## config.mk

```make
export PLATFORM = sky130hd
export DESIGN_NAME = apb_req_master_flat
export DESIGN_NICKNAME = d
export VERILOG_FILES = /design/src/rtl/apb_req_master_if.sv /design/src/rtl/apb_req_master.sv /design/src/flat_wrapper.sv
export SDC_FILE = /design/constraint.sdc
export NUM_CORES = 1
export LEC_CHECK = 0
export CORE_ASPECT_RATIO = 1.5
export CORE_UTILIZATION = 40
export CTS_CLUSTER_DIAMETER = 150
export DETAILED_ROUTE_END_ITERATION = 7
export MAX_ROUTING_LAYER = met4
export PLACE_DENSITY = 0.77
export SYNTH_ARGS = -nofsm -noshare
export SYNTH_HDL_FRONTEND = slang
export SYNTH_SLANG_ARGS = --single-unit
```

## constraint.sdc

```tcl
create_clock -name PCLK -period 3.3 [get_ports PCLK]
set_clock_uncertainty 0.05 [all_clocks]
set_input_delay 0.66 -clock PCLK [delete_from_list [all_inputs] [get_ports PCLK]]
set_output_delay 0.66 -clock PCLK [all_outputs]
set_load 0.05 [all_outputs]
```

## src/rtl/apb_req_master_if.sv

```systemverilog
// apb_req_master_if: command, response and APB signal bundle for apb_req_master
interface apb_req_master_if #(
  parameter int ADDR_WIDTH = 10,
  parameter int DATA_WIDTH = 32,
  parameter int STRB_WIDTH = DATA_WIDTH/8
);
  logic                  cmd_valid;
  logic                  cmd_ready;
  logic                  cmd_write;
  logic [ADDR_WIDTH-1:0] cmd_addr;
  logic [DATA_WIDTH-1:0] cmd_wdata;
  logic [STRB_WIDTH-1:0] cmd_strb;
  logic                  rsp_valid;
  logic                  rsp_ready;
  logic [DATA_WIDTH-1:0] rsp_rdata;
  logic                  rsp_err;
  logic                  rsp_timeout;
  logic                  PSEL;
  logic                  PENABLE;
  logic                  PWRITE;
  logic [ADDR_WIDTH-1:0] PADDR;
  logic [DATA_WIDTH-1:0] PWDATA;
  logic [STRB_WIDTH-1:0] PSTRB;
  logic                  PREADY;
  logic                  PSLVERR;
  logic [DATA_WIDTH-1:0] PRDATA;
  modport master (
    input  cmd_valid, cmd_write, cmd_addr, cmd_wdata, cmd_strb, rsp_ready, PREADY, PSLVERR, PRDATA,
    output cmd_ready, rsp_valid, rsp_rdata, rsp_err, rsp_timeout, PSEL, PENABLE, PWRITE, PADDR, PWDATA, PSTRB
  );
  modport slave (
    output cmd_valid, cmd_write, cmd_addr, cmd_wdata, cmd_strb, rsp_ready, PREADY, PSLVERR, PRDATA,
    input  cmd_ready, rsp_valid, rsp_rdata, rsp_err, rsp_timeout, PSEL, PENABLE, PWRITE, PADDR, PWDATA, PSTRB
  );
endinterface

```

## src/rtl/apb_req_master.sv

```systemverilog
// apb_req_master: turns one-at-a-time commands into APB transfers with a held response; APB_MST_TIMEOUT_EN adds an ACCESS timeout
module apb_req_master #(
  parameter int ADDR_WIDTH     = 10,
  parameter int DATA_WIDTH     = 32,
  parameter int STRB_WIDTH     = DATA_WIDTH/8,
  parameter int TIMEOUT_CYCLES = 16
) (
  input logic               PCLK,
  input logic               PRESET,
  apb_req_master_if.master  bus
);
  typedef enum logic [1:0] {IDLE, SETUP, ACCESS} state_t;
  state_t                state_q, state_d;
  logic                  psel_q, psel_d, penable_q, penable_d, pwrite_q, pwrite_d;
  logic [ADDR_WIDTH-1:0] paddr_q, paddr_d;
  logic [DATA_WIDTH-1:0] pwdata_q, pwdata_d;
  logic [STRB_WIDTH-1:0] pstrb_q, pstrb_d;
  logic                  rsp_valid_q, rsp_valid_d, rsp_err_q, rsp_err_d;
  logic [DATA_WIDTH-1:0] rsp_rdata_q, rsp_rdata_d;
  logic                  hs, tmo, fin;
  assign bus.cmd_ready = !PRESET && ((state_q == IDLE && !rsp_valid_q) || (rsp_valid_q && bus.rsp_ready));
  assign hs  = bus.cmd_valid && bus.cmd_ready;
  assign fin = state_q == ACCESS && (bus.PREADY || tmo);
`ifdef APB_MST_TIMEOUT_EN
  localparam int CW = $clog2(TIMEOUT_CYCLES + 1);
  logic [CW-1:0] cnt_q, cnt_d;
  logic          rsp_timeout_q, rsp_timeout_d;
  assign tmo = state_q == ACCESS && !bus.PREADY && cnt_q == CW'(TIMEOUT_CYCLES - 1);
  assign bus.rsp_timeout = rsp_timeout_q;
  // count ACCESS cycles of the current transfer; cleared everywhere else
  always_comb begin
    cnt_d = (state_q == ACCESS && !fin) ? cnt_q + 1'b1 : '0;
    rsp_timeout_d = fin ? tmo : rsp_timeout_q;
  end
  // timeout counter and captured timeout flag
  always_ff @(posedge PCLK or posedge PRESET) begin
    if (PRESET) begin
      cnt_q <= '0;
      rsp_timeout_q <= 1'b0;
    end else begin
      cnt_q <= cnt_d;
      rsp_timeout_q <= rsp_timeout_d;
    end
  end
`else
  assign tmo = 1'b0;
  assign bus.rsp_timeout = 1'b0;
`endif
  // state register
  always_ff @(posedge PCLK or posedge PRESET) begin
    if (PRESET) state_q <= IDLE;
    else        state_q <= state_d;
  end
  // next state: SETUP always lasts one cycle, ACCESS ends on PREADY or timeout
  always_comb begin
    state_d = (state_q == IDLE)  ? (hs ? SETUP : IDLE) :
              (state_q == SETUP) ? ACCESS : (fin ? IDLE : ACCESS);
  end
  // next values of the registered APB and response outputs
  always_comb begin
    psel_d      = state_d != IDLE;
    penable_d   = state_d == ACCESS;
    pwrite_d    = hs ? bus.cmd_write : pwrite_q;
    paddr_d     = hs ? bus.cmd_addr  : paddr_q;
    pwdata_d    = hs ? bus.cmd_wdata : pwdata_q;
    pstrb_d     = hs ? (bus.cmd_write ? bus.cmd_strb : '0) : (state_d == IDLE ? '0 : pstrb_q);
    rsp_valid_d = fin || (rsp_valid_q && !bus.rsp_ready);
    rsp_rdata_d = fin ? ((pwrite_q || tmo) ? '0 : bus.PRDATA) : rsp_rdata_q;
    rsp_err_d   = fin ? (bus.PSLVERR || tmo) : rsp_err_q;
  end
  // output registers
  always_ff @(posedge PCLK or posedge PRESET) begin
    if (PRESET) begin
      psel_q      <= 1'b0;
      penable_q   <= 1'b0;
      pwrite_q    <= 1'b0;
      paddr_q     <= '0;
      pwdata_q    <= '0;
      pstrb_q     <= '0;
      rsp_valid_q <= 1'b0;
      rsp_rdata_q <= '0;
      rsp_err_q   <= 1'b0;
    end else begin
      psel_q      <= psel_d;
      penable_q   <= penable_d;
      pwrite_q    <= pwrite_d;
      paddr_q     <= paddr_d;
      pwdata_q    <= pwdata_d;
      pstrb_q     <= pstrb_d;
      rsp_valid_q <= rsp_valid_d;
      rsp_rdata_q <= rsp_rdata_d;
      rsp_err_q   <= rsp_err_d;
    end
  end
  assign bus.PSEL      = psel_q;
  assign bus.PENABLE   = penable_q;
  assign bus.PWRITE    = pwrite_q;
  assign bus.PADDR     = paddr_q;
  assign bus.PWDATA    = pwdata_q;
  assign bus.PSTRB     = pstrb_q;
  assign bus.rsp_valid = rsp_valid_q;
  assign bus.rsp_rdata = rsp_rdata_q;
  assign bus.rsp_err   = rsp_err_q;
endmodule

```

## src/flat_wrapper.sv

```systemverilog
// flat-port wrapper written by rule: the top's interface ports become plain ports
module apb_req_master_flat 
#(
  parameter int ADDR_WIDTH     = 10,
  parameter int DATA_WIDTH     = 32,
  parameter int STRB_WIDTH     = DATA_WIDTH/8,
  parameter int TIMEOUT_CYCLES = 16
)
  (PCLK, PRESET, bus_cmd_valid, bus_cmd_write, bus_cmd_addr, bus_cmd_wdata, bus_cmd_strb, bus_rsp_ready, bus_PREADY, bus_PSLVERR, bus_PRDATA, bus_cmd_ready, bus_rsp_valid, bus_rsp_rdata, bus_rsp_err, bus_rsp_timeout, bus_PSEL, bus_PENABLE, bus_PWRITE, bus_PADDR, bus_PWDATA, bus_PSTRB);
  apb_req_master_if #(.ADDR_WIDTH(ADDR_WIDTH), .DATA_WIDTH(DATA_WIDTH), .STRB_WIDTH(STRB_WIDTH)) bus_i ();
  input logic PCLK;
  input logic PRESET;
  input wire logic [$bits(bus_i.cmd_valid)-1:0] bus_cmd_valid;
  input wire logic [$bits(bus_i.cmd_write)-1:0] bus_cmd_write;
  input wire logic [$bits(bus_i.cmd_addr)-1:0] bus_cmd_addr;
  input wire logic [$bits(bus_i.cmd_wdata)-1:0] bus_cmd_wdata;
  input wire logic [$bits(bus_i.cmd_strb)-1:0] bus_cmd_strb;
  input wire logic [$bits(bus_i.rsp_ready)-1:0] bus_rsp_ready;
  input wire logic [$bits(bus_i.PREADY)-1:0] bus_PREADY;
  input wire logic [$bits(bus_i.PSLVERR)-1:0] bus_PSLVERR;
  input wire logic [$bits(bus_i.PRDATA)-1:0] bus_PRDATA;
  output wire logic [$bits(bus_i.cmd_ready)-1:0] bus_cmd_ready;
  output wire logic [$bits(bus_i.rsp_valid)-1:0] bus_rsp_valid;
  output wire logic [$bits(bus_i.rsp_rdata)-1:0] bus_rsp_rdata;
  output wire logic [$bits(bus_i.rsp_err)-1:0] bus_rsp_err;
  output wire logic [$bits(bus_i.rsp_timeout)-1:0] bus_rsp_timeout;
  output wire logic [$bits(bus_i.PSEL)-1:0] bus_PSEL;
  output wire logic [$bits(bus_i.PENABLE)-1:0] bus_PENABLE;
  output wire logic [$bits(bus_i.PWRITE)-1:0] bus_PWRITE;
  output wire logic [$bits(bus_i.PADDR)-1:0] bus_PADDR;
  output wire logic [$bits(bus_i.PWDATA)-1:0] bus_PWDATA;
  output wire logic [$bits(bus_i.PSTRB)-1:0] bus_PSTRB;
  assign bus_i.cmd_valid = bus_cmd_valid;
  assign bus_i.cmd_write = bus_cmd_write;
  assign bus_i.cmd_addr = bus_cmd_addr;
  assign bus_i.cmd_wdata = bus_cmd_wdata;
  assign bus_i.cmd_strb = bus_cmd_strb;
  assign bus_i.rsp_ready = bus_rsp_ready;
  assign bus_i.PREADY = bus_PREADY;
  assign bus_i.PSLVERR = bus_PSLVERR;
  assign bus_i.PRDATA = bus_PRDATA;
  assign bus_cmd_ready = bus_i.cmd_ready;
  assign bus_rsp_valid = bus_i.rsp_valid;
  assign bus_rsp_rdata = bus_i.rsp_rdata;
  assign bus_rsp_err = bus_i.rsp_err;
  assign bus_rsp_timeout = bus_i.rsp_timeout;
  assign bus_PSEL = bus_i.PSEL;
  assign bus_PENABLE = bus_i.PENABLE;
  assign bus_PWRITE = bus_i.PWRITE;
  assign bus_PADDR = bus_i.PADDR;
  assign bus_PWDATA = bus_i.PWDATA;
  assign bus_PSTRB = bus_i.PSTRB;
  apb_req_master #(.ADDR_WIDTH(ADDR_WIDTH), .DATA_WIDTH(DATA_WIDTH), .STRB_WIDTH(STRB_WIDTH), .TIMEOUT_CYCLES(TIMEOUT_CYCLES)) u_core (.PCLK(PCLK), .PRESET(PRESET), .bus(bus_i));
endmodule
```

==> flow_metrics.py, run 1 <==
metrics = {
    "sta": {
        "setup_viol": 0,
        "final_hold_viol_count": 0,
        "final-max-slew-violation-count": 0,
        "slew-limit-headroom_pct": 56.89,
        "tns_ps": 0,
        "clock.fmax_ghz": 0.4046,
        "period_needed_ps": 2471,
        "fin_crit_sh_pct": 74.89,
        "rsz0062_at_grt": "no",
        "worst_slew_pin_slew_ps": 645.9,
    },
    "clock_network": {
        "cts_max_level": 3,
        "postCtsSetupRepairBufs": 0,
        "cts_root_buf": "clkbuf_16",
        "postCtsResizedCells": 0,
        "cts.sinks": 85,
        "cts_made_buffers": 9,
        "cts.clk_slew.worst_paths_ps": 60,
        "clk_latency_ps": 330,
        "clk_path_buf_depth": 2,
        "ctsHoldBuffers": 0,
        "cts_tree": "yes",
    },
    "worst_setup_path": {
        "crit_fanout": 34,
        "crit_arrival_ps": 1760,
        "cp-end-kind": "primary output",
        "cp-start-kind": "flip-flop",
        "path_class": "reg2out",
        "worstPathRequired_ps": 2590,
    },
    "layout": {
        "areaGrowthSynthToFinish_pct": 60.09,
        "layoutNonFillerInstCount": 550,
        "drive_gt1_share_pct": 12.36,
        "fillers": 629,
        "diodes": 0,
        "multi_input_area_sq_um": 1147,
        "regArea_sq_um": 2127,
        "fin_nets": 526,
    },
    "die": {
        "die_h_um": 114.8,
        "dieArea_sq_um": 8860,
        "row_count": 40,
        "start_util_pct": 41.84,
        "ios": 170,
        "core-area_sq_um": 8108,
        "die_w_um": 77.19,
    },
    "yosys": {
        "synth-main-ff-cell": "dfrtp_1",
        "ys_seq_area_share_pct": 62.71,
        "synth_top_cell_area_share_pct": 62.71,
        "synth_seq_cells": 85,
        "synthMostInstantiatedCell": "dfrtp_1",
        "async_reset_ff_share_pct": 100.0,
        "yosysWarnings": 0,
        "syn_inst": 270,
        "synth_area_leaders": "dfrtp_1 63%, mux2_2 9.6%, nand2b_1 6.1%",
        "synth.distinct_cells": 24,
        "syn_area_sq_um": 3392,
        "synth-edff-count": 0,
        "syn_nets": 355,
        "ys_top_cells_by_count": "85 x dfrtp_1, 37 x nand2_1, 37 x o21ai_0, 33 x nand2b_1, 29 x mux2_2",
        "yosys.area.top_type": "dfrtp_1",
        "synth_area_per_cell_sq_um": 12.56,
    },
    "power": {
        "power_leakage_nw": 2.290,
        "power.density_nw_per_um2": 1082,
        "peakVddDrop_v": 0.0006123,
    },
    "drt": {
        "wire_per_inst_um": 14.70,
        "drc_errors": 0,
        "ant_nets": 0,
        "routed_wl_um": 8087,
        "dr.first_iter.drc_count": 66,
        "via_per_inst": 4.715,
        "vias": 2593,
        "drt-pass1-iter-count": 4,
    },
    "run": {
        "maxCapViolCount": 0,
    },
    "grt": {
        "grt_util_all_layers_pct": 19.81,
        "antenna_found_initial": 0,
        "grt_pass1_wl_um": 12860,
        "grt_max_degree": 49,
        "overflow": 0,
        "grt_pass1_vias": 2602,
    },
    "run_status": {
        "status": "finished clean",
    },
    "hold_path": {
        "hp-class": "reg2reg",
    },
    "place": {
        "gp_congestion": 0.7285,
        "placed_cells": 535,
        "io_buffers": 168,
        "hpwl_um": 6037,
    },
}
==> state kept, by name, summed over array words and instances (netlist names) <==
signal                cells
u_core.bus.PSEL           1
u_core.bus.PSTRB          4
u_core.bus.PWRITE         1
u_core.bus.PWDATA        32
u_core.state_q            2
u_core.bus.rsp_valid      1
u_core.bus.rsp_rdata     32
u_core.bus.PADDR         10
u_core.bus.PENABLE        1
u_core.bus.rsp_err        1
==> where the power goes <==
part	total (mW)	leakage (nW)	switching, mW	internal (mW)
Combinational	3.29	1.11	2.10	1.19
Sequential	1.70	1.05	0.224	1.48
Clock	0.887	0.129	0.364	0.524
Total	5.88	2.29	2.68	3.19
==> layout by cell type, fill, tap and decap left out, types with 3 or more instances in the layout <==
cell type	instances
buf_4	8
mux2_1	15
dfrtp_1	85
clkinv_2	3
nand2_1	37
mux2_2	29
o21ai_0	37
nand2b_1	33
clkbuf_16	9
clkdlybuf4s50_1	167
clkbuf_1	3
mux2i_1	4
==> routing by layer <==
| metal | global-route usage [%] | share of wire [%] | up-vias |
|---|---|---|---|
| li1 | - | - | 1236 |
| met1 | 21.72 | 38 | 1238 |
| met2 | 34.28 | 54 | 105 |
| met3 | 4.841 | 5.9 | 14 |
| met4 | 8.050 | 1.7 | 0 |
| met5 | - | 0 | - |
==> kinds of logic (layout without fill, tap and decap cells) <==
| kind of cell | Yosys count | count (layout) | share of synthesized area, % |
|---|---|---|---|
| DFF | 85 | 85 | 62.71 |
| buffers and inverters | 19 | 194 | 3.467 |
| and+or+nand+nor | 78 | 78 | 11.77 |
| AOI/OAI and AO/OA | 39 | 39 | 6.160 |
| muxes | 48 | 48 | 15.79 |
| other | 1 | 1 | 0.1106 |
==> worst paths after layout <==
kind	startpoint	end	slack, ps	cells after the start
worst max register to register	u_core.state_q[0]$_DFF_PP0_	u_core.bus.PWDATA[12]$_DFFE_PP0P_	1400	4
worst max-delay path	u_core.bus.PWRITE$_DFFE_PP0P_	bus_PWRITE	830	2
worst min-delay path	u_core.bus.rsp_rdata[12]$_DFFE_PP0P_	u_core.bus.rsp_rdata[12]$_DFFE_PP0P_	430	2
max in group asynchronous	PRESET	u_core.bus.PWDATA[5]$_DFFE_PP0P_	1660	3
min in group asynchronous	PRESET	u_core.bus.PWDATA[23]$_DFFE_PP0P_	740	2
worst min register to register	u_core.bus.rsp_rdata[12]$_DFFE_PP0P_	u_core.bus.rsp_rdata[12]$_DFFE_PP0P_	430	2
==> area by class of cell <==
type	count	share of cell area, %
Timing Repair Buffer	176	32.26
Clock buffer	13	4.608
Clock inverter	2	0.1843
Tap cell	105	2.419
Inverter	3	0.2304
Sequential cell	85	39.17
Multi-Input combinational cell	166	21.13
==> critical path, stage by stage, from the launching register on <==
cell and delay (ps):
dfrtp_1 320, buf_4 250, clkdlybuf4s50_1 850
==> through the flow <==
stage          worst slack [ps]  power (mW)  utilization, %  hold WS [ps]  cell area (sq um)
2_1_floorplan             396.5       3.879               -         417.3               3392
3_3_place_gp              911.9       4.960           63.77         410.6               5170
3_5_place_dp              868.6       5.033           63.77         419.0               5170
4_1_cts                   777.8       5.952           66.98         432.1               5430
5_1_grt                   728.4       6.148           66.98         441.2               5430
6_report                  828.7       5.877           66.98         426.3               5430
Power figures use the tool's default switching activity.
==> inputs of run 2 (changes only) <==
Clock period 3.3 ns to 2.3 ns, I/O delays scaled along.
==> run 2 against run 1 <==
  * Critical path depth grew 2
  * Sequential share of layout area shrank 0.87 points
  * Die area is the same
  * Non-clock buffer count shrank 1
  * Routed wire length shrank 3.1%
  * Design area grew 2.3%
  * Setup slack lost 730 ps
  * Cell count is the same
  * Flip-flop and latch count is the same
  * Sequential power grew 45%
==> flow_metrics.py, run 2 (synthesis gave the netlist of run 1 again) <==
metrics = {
    "clock_network": {
        "cts.sinks": 85,
        "postCtsSetupRepairBufs": 0,
        "clk_latency_ps": 330,
        "cts_max_level": 3,
        "cts_tree": "yes",
        "clk_path_buf_depth": 2,
        "ctsHoldBuffers": 0,
        "postCtsResizedCells": 0,
        "cts.clk_slew.worst_paths_ps": 60,
        "cts_made_buffers": 9,
        "cts_root_buf": "clkbuf_16",
    },
    "power": {
        "finalPower_mw": 8.746,
        "power_leakage_nw": 2.341,
        "peakVddDrop_v": 0.0009076,
        "power.density_nw_per_um2": 1575,
    },
    "grt": {
        "grt_pass1_wl_um": 12960,
        "grt_max_degree": 67,
        "grtUsageMet2_pct": 32.51,
        "grt_util_all_layers_pct": 19.57,
        "grt.met3_usage_pct": 5.079,
        "grt_pass1_vias": 2719,
        "top_usage_layer": "met2",
        "overflow": 0,
        "antenna_found_initial": 0,
        "use_met1_pct": 22.55,
    },
    "layout": {
        "areaGrowthSynthToFinish_pct": 63.74,
        "final_common_cell": "clkdlybuf4s50_1",
        "diodes": 0,
        "final_cell_mix": "166 x clkdlybuf4s50_1, 85 x dfrtp_1, 37 x nand2_1, 37 x o21ai_0, 33 x nand2b_1",
        "utilization_pct": 68.50,
        "fin_nets": 525,
        "drive_gt1_share_pct": 13.26,
        "finish.instance_area_sq_um": 5554,
    },
    "drt": {
        "routed_wl_um": 7839,
        "wire_per_inst_um": 14.25,
        "dr.first_iter.drc_count": 86,
        "vias": 2544,
        "drt-pass1-iter-count": 5,
        "drc_errors": 0,
        "via_per_inst": 4.625,
        "ant_nets": 0,
    },
    "worst_setup_path": {
        "setup.worst_path.end": "bus_cmd_ready",
        "r2r_slack_ps": 420,
        "r2r_start": "u_core.state_q[0]$_DFF_PP0_",
        "crit_arrival_ps": 1690,
        "path_class": "reg2out",
        "cpMaxStageDelayCell": "dfrtp_1",
        "cpPeakStageDelay_ps": 460,
        "crit_fanout": 9,
        "worstRegToRegCells": 4,
        "cp_cell_sequence": "or3_4 > and2_1 > nor2_2 > buf_12",
        "worstPathRequired_ps": 1790,
        "cp-end-kind": "primary output",
        "setup.worst_path.start": "u_core.state_q[0]$_DFF_PP0_",
        "regToRegEndpoint": "u_core.bus.PADDR[8]$_DFFE_PP0P_",
        "cp-start-kind": "flip-flop",
    },
    "sta": {
        "rsz0062_at_grt": "no",
        "setup_viol": 0,
        "final_hold_viol_count": 0,
        "worst_slew_pin_slew_ps": 550.2,
        "fin_crit_sh_pct": 95.71,
        "slew-limit-headroom_pct": 63.32,
        "clock.fmax_ghz": 0.4543,
        "tns_ps": 0,
        "hold_slack_ps": 426.3,
        "final-max-slew-violation-count": 0,
        "period_needed_ps": 2201,
    },
    "hold_path": {
        "hp-class": "reg2reg",
    },
    "die": {
        "core-area_sq_um": 8108,
        "dieArea_sq_um": 8860,
        "start_util_pct": 41.84,
        "ios": 170,
        "die_h_um": 114.8,
        "die_w_um": 77.19,
        "row_count": 40,
    },
    "place": {
        "placed_area_sq_um": 5228,
        "gp_congestion": 0.7840,
        "hpwl_um": 5788,
        "io_buffers": 168,
    },
    "run_status": {
        "status": "finished clean",
    },
    "run": {
        "maxCapViolCount": 0,
    },
}
==> run 2: power breakdown <==
part	switching [mW]	internal, mW
Combinational	2.97	1.75
Sequential	0.352	2.12
Clock	0.553	1.01
==> run 2: worst max-delay path, delay by kind of cell, from the launching register on <==
family | cells | cell delay (ps)
flip-flops | 1 | 460
AND/OR/NAND/NOR | 3 | 750
buffers and inverters | 1 | 150
==> run 2: metal layers <==
layer | up-vias | part of all wire [%]
li1 | 1233 | -
met2 | 102 | 52
met3 | 9 | 6.5
met4 | 0 | 1.2
met1 | 1200 | 40
met5 | - | 0
==> run 2: metrics by stage <==
| stage | setup slack (ps) | cells |
|---|---|---|
| final | 98.75 | 550 |
| after global placement | 226.4 | 534 |
| after global routing | 20.41 | 550 |
| after CTS | 85.42 | 550 |
| after floorplan | 156.9 | 270 |
| after detailed placement | 210.8 | 534 |
==> run 2: worst min path at each step <==
stage                                               from                              endpoint  slack (ps)  cells after the start
floorplan                    u_core.state_q[1]$_DFF_PP0_           u_core.state_q[0]$_DFF_PP0_         420                      1
global placement    u_core.bus.rsp_rdata[31]$_DFFE_PP0P_  u_core.bus.rsp_rdata[31]$_DFFE_PP0P_         410                      2
detailed placement   u_core.bus.rsp_rdata[8]$_DFFE_PP0P_   u_core.bus.rsp_rdata[8]$_DFFE_PP0P_         420                      2
CTS                 u_core.bus.rsp_rdata[12]$_DFFE_PP0P_  u_core.bus.rsp_rdata[12]$_DFFE_PP0P_         430                      2
global route         u_core.bus.rsp_rdata[3]$_DFFE_PP0P_   u_core.bus.rsp_rdata[3]$_DFFE_PP0P_         440                      2
finish              u_core.bus.rsp_rdata[12]$_DFFE_PP0P_  u_core.bus.rsp_rdata[12]$_DFFE_PP0P_         430                      2
==> run 2: cell type report <==
class / instances / area [sq um]
Timing Repair Buffer: 175 / 1804
Tap cell: 105 / 131.4
Sequential cell: 85 / 2127
Fill cell: 640 / 2554
Multi-Input combinational cell: 166 / 1150
Inverter: 3 / 15.01
Clock inverter: 4 / 70.07
Clock buffer: 12 / 256.5
==> inputs of run 3 (changes only) <==
Settings changed: REMOVE_ABC_BUFFERS set to 1.
==> run 3 against run 2 <==
  * Fmax rose by 0.63%
  * Via count rose by 1.5%
  * Register-to-register slack improved by 60 ps
  * Die area did not move
  * Setup slack improved by 14 ps
  * Clock-buffer cell count fell by 1
  * Routed wire length rose by 1.7%
  * Worst hold slack got worse by 29 ps
  * Flip-flop and latch count did not move
  * Critical path type unchanged
  * Largest power group unchanged
  * Highest routed layer unchanged
==> flow_metrics.py, run 3 (synthesis gave the netlist of run 1 again) <==
metrics = {
    "run_status": {
        "status": "finished clean",
    },
    "drt": {
        "vias": 2581,
        "wire_per_inst_um": 14.52,
        "ant_nets": 0,
        "dr.first_iter.drc_count": 108,
        "routed_wl_um": 7973,
        "via_per_inst": 4.701,
        "drt-pass1-iter-count": 4,
        "drc_errors": 0,
    },
    "grt": {
        "grt_pass1_vias": 2698,
        "grt_pass1_wl_um": 13210,
        "grt_util_all_layers_pct": 19.94,
        "antenna_found_initial": 0,
        "overflow": 0,
        "grt_max_degree": 70,
    },
    "layout": {
        "final_common_cell": "clkdlybuf4s50_1",
        "final_cell_mix": "166 x clkdlybuf4s50_1, 85 x dfrtp_1, 37 x nand2_1, 37 x o21ai_0, 33 x nand2b_1",
        "fillers": 653,
        "drive_gt1_share_pct": 13.06,
        "fin_nets": 524,
        "finish.instance_area_sq_um": 5478,
        "areaGrowthSynthToFinish_pct": 61.49,
        "diodes": 0,
        "utilization_pct": 67.56,
    },
    "clock_network": {
        "cts.sinks": 85,
        "clk_path_buf_depth": 2,
        "postCtsSetupRepairBufs": 0,
        "cts_made_buffers": 9,
        "clk_latency_ps": 330,
        "cts.clk_slew.worst_paths_ps": 60,
        "cts_root_buf": "clkbuf_16",
        "cts_max_level": 3,
        "cts_tree": "yes",
        "ctsHoldBuffers": 0,
        "postCtsResizedCells": 0,
    },
    "power": {
        "p_int_mw": 4.648,
        "seqPwrFrac_pct": 28.9,
        "swShare_pct": 45.51,
        "power_leakage_nw": 2.308,
        "combinationalPowerShare_pct": 55.3,
        "power.density_nw_per_um2": 1557,
        "finalPower_mw": 8.529,
        "peakVddDrop_v": 0.0007317,
        "p_clk_share_pct": 15.8,
        "switchingPower_mw": 3.882,
    },
    "place": {
        "io_buffers": 168,
        "hpwl_um": 5859,
        "placed_area_sq_um": 5190,
        "gp_congestion": 0.7654,
    },
    "die": {
        "ios": 170,
        "row_count": 40,
        "die_h_um": 114.8,
        "dieArea_sq_um": 8860,
        "core-area_sq_um": 8108,
        "start_util_pct": 41.84,
        "die_w_um": 77.19,
    },
    "sta": {
        "worst_slew_pin_slew_ps": 533.0,
        "rsz0062_at_grt": "no",
        "fin_crit_sh_pct": 95.10,
        "clock.fmax_ghz": 0.4572,
        "setup_viol": 0,
        "final_hold_viol_count": 0,
        "slew-limit-headroom_pct": 64.35,
        "period_needed_ps": 2187,
        "final-max-slew-violation-count": 0,
    },
    "run": {
        "maxCapViolCount": 0,
    },
    "worst_setup_path": {
        "cp-start-kind": "flip-flop",
        "crit_fanout": 4,
        "cp-end-kind": "primary output",
        "setup.worst_path.start": "u_core.bus.rsp_valid$_DFF_PP0_",
        "worstPathRequired_ps": 1790,
        "r2r_slack_ps": 480,
        "crit_arrival_ps": 1680,
        "path_class": "reg2out",
        "r2r_start": "u_core.bus.rsp_valid$_DFF_PP0_",
    },
    "hold_path": {
        "hp-class": "in2async",
    },
}
-- run 3: path summary, 6_finish.rpt --
path | end | depth (start not counted)
worst min register to register | u_core.bus.rsp_rdata[20]$_DFFE_PP0P_ | 2
worst max-delay path | bus_cmd_ready | 4
min in group PCLK | u_core.bus.rsp_rdata[20]$_DFFE_PP0P_ | 2
worst min-delay path | u_core.bus.rsp_rdata[22]$_DFFE_PP0P_ | 2
worst max register to register | u_core.bus.PADDR[4]$_DFFE_PP0P_ | 4
max in group asynchronous | u_core.bus.rsp_rdata[21]$_DFFE_PP0P_ | 3
-- run 3: area by class of cell --
cell class | count | area (sq um) | share of cell area [%]
Clock buffer | 11 | 252.7 | 4.614
Tap cell | 105 | 131.4 | 2.398
Clock inverter | 5 | 35.03 | 0.6396
Timing Repair Buffer | 174 | 1772 | 32.34
Inverter | 3 | 12.51 | 0.2284
Multi-Input combinational cell | 166 | 1147 | 20.95
Sequential cell | 85 | 2127 | 38.83
-- run 3: routing by layer --
metal	vias up	share of wire [%]	GRT usage, %
li1	1228	-	-
met1	1218	40	23.06
met2	119	51	32.57
met3	16	6.4	4.603
met4	0	2.4	9.811
met5	-	0	-
-- run 3: metrics by stage --
| step | cells | worst slack [ps] | TNS, ps | hold slack (ps) |
|---|---|---|---|---|
| global route | 549 | 41.63 | 0 | 412.2 |
| finish | 549 | 112.6 | 0 | 397.7 |
| floorplan | 254 | -403.5 | -43020 | 417.3 |
| detailed placement | 533 | 177.9 | 0 | 419.3 |
| CTS | 549 | 97.66 | 0 | 399.3 |
| global placement | 533 | 205.4 | 0 | 409.3 |
-- run 3: worst max-delay path, cell delays in order (launching register included) --
cell and delay, ps:
dfrtp_1 400, or3_4 410, and2_1 180, nor2_1 190, buf_12 170
-- run 3: power by group through the flow --
| stage | Sequential, mW | Clock [mW] | Combinational [mW] |
|---|---|---|---|
| global placement | 2.47 | 0 | 4.69 |
| floorplan | 4.65 | 0 | 0.850 |
| global route | 2.56 | 1.46 | 4.93 |
| detailed placement | 2.50 | 0 | 4.75 |
| CTS | 2.48 | 1.39 | 4.77 |
| finish | 2.47 | 1.34 | 4.72 |
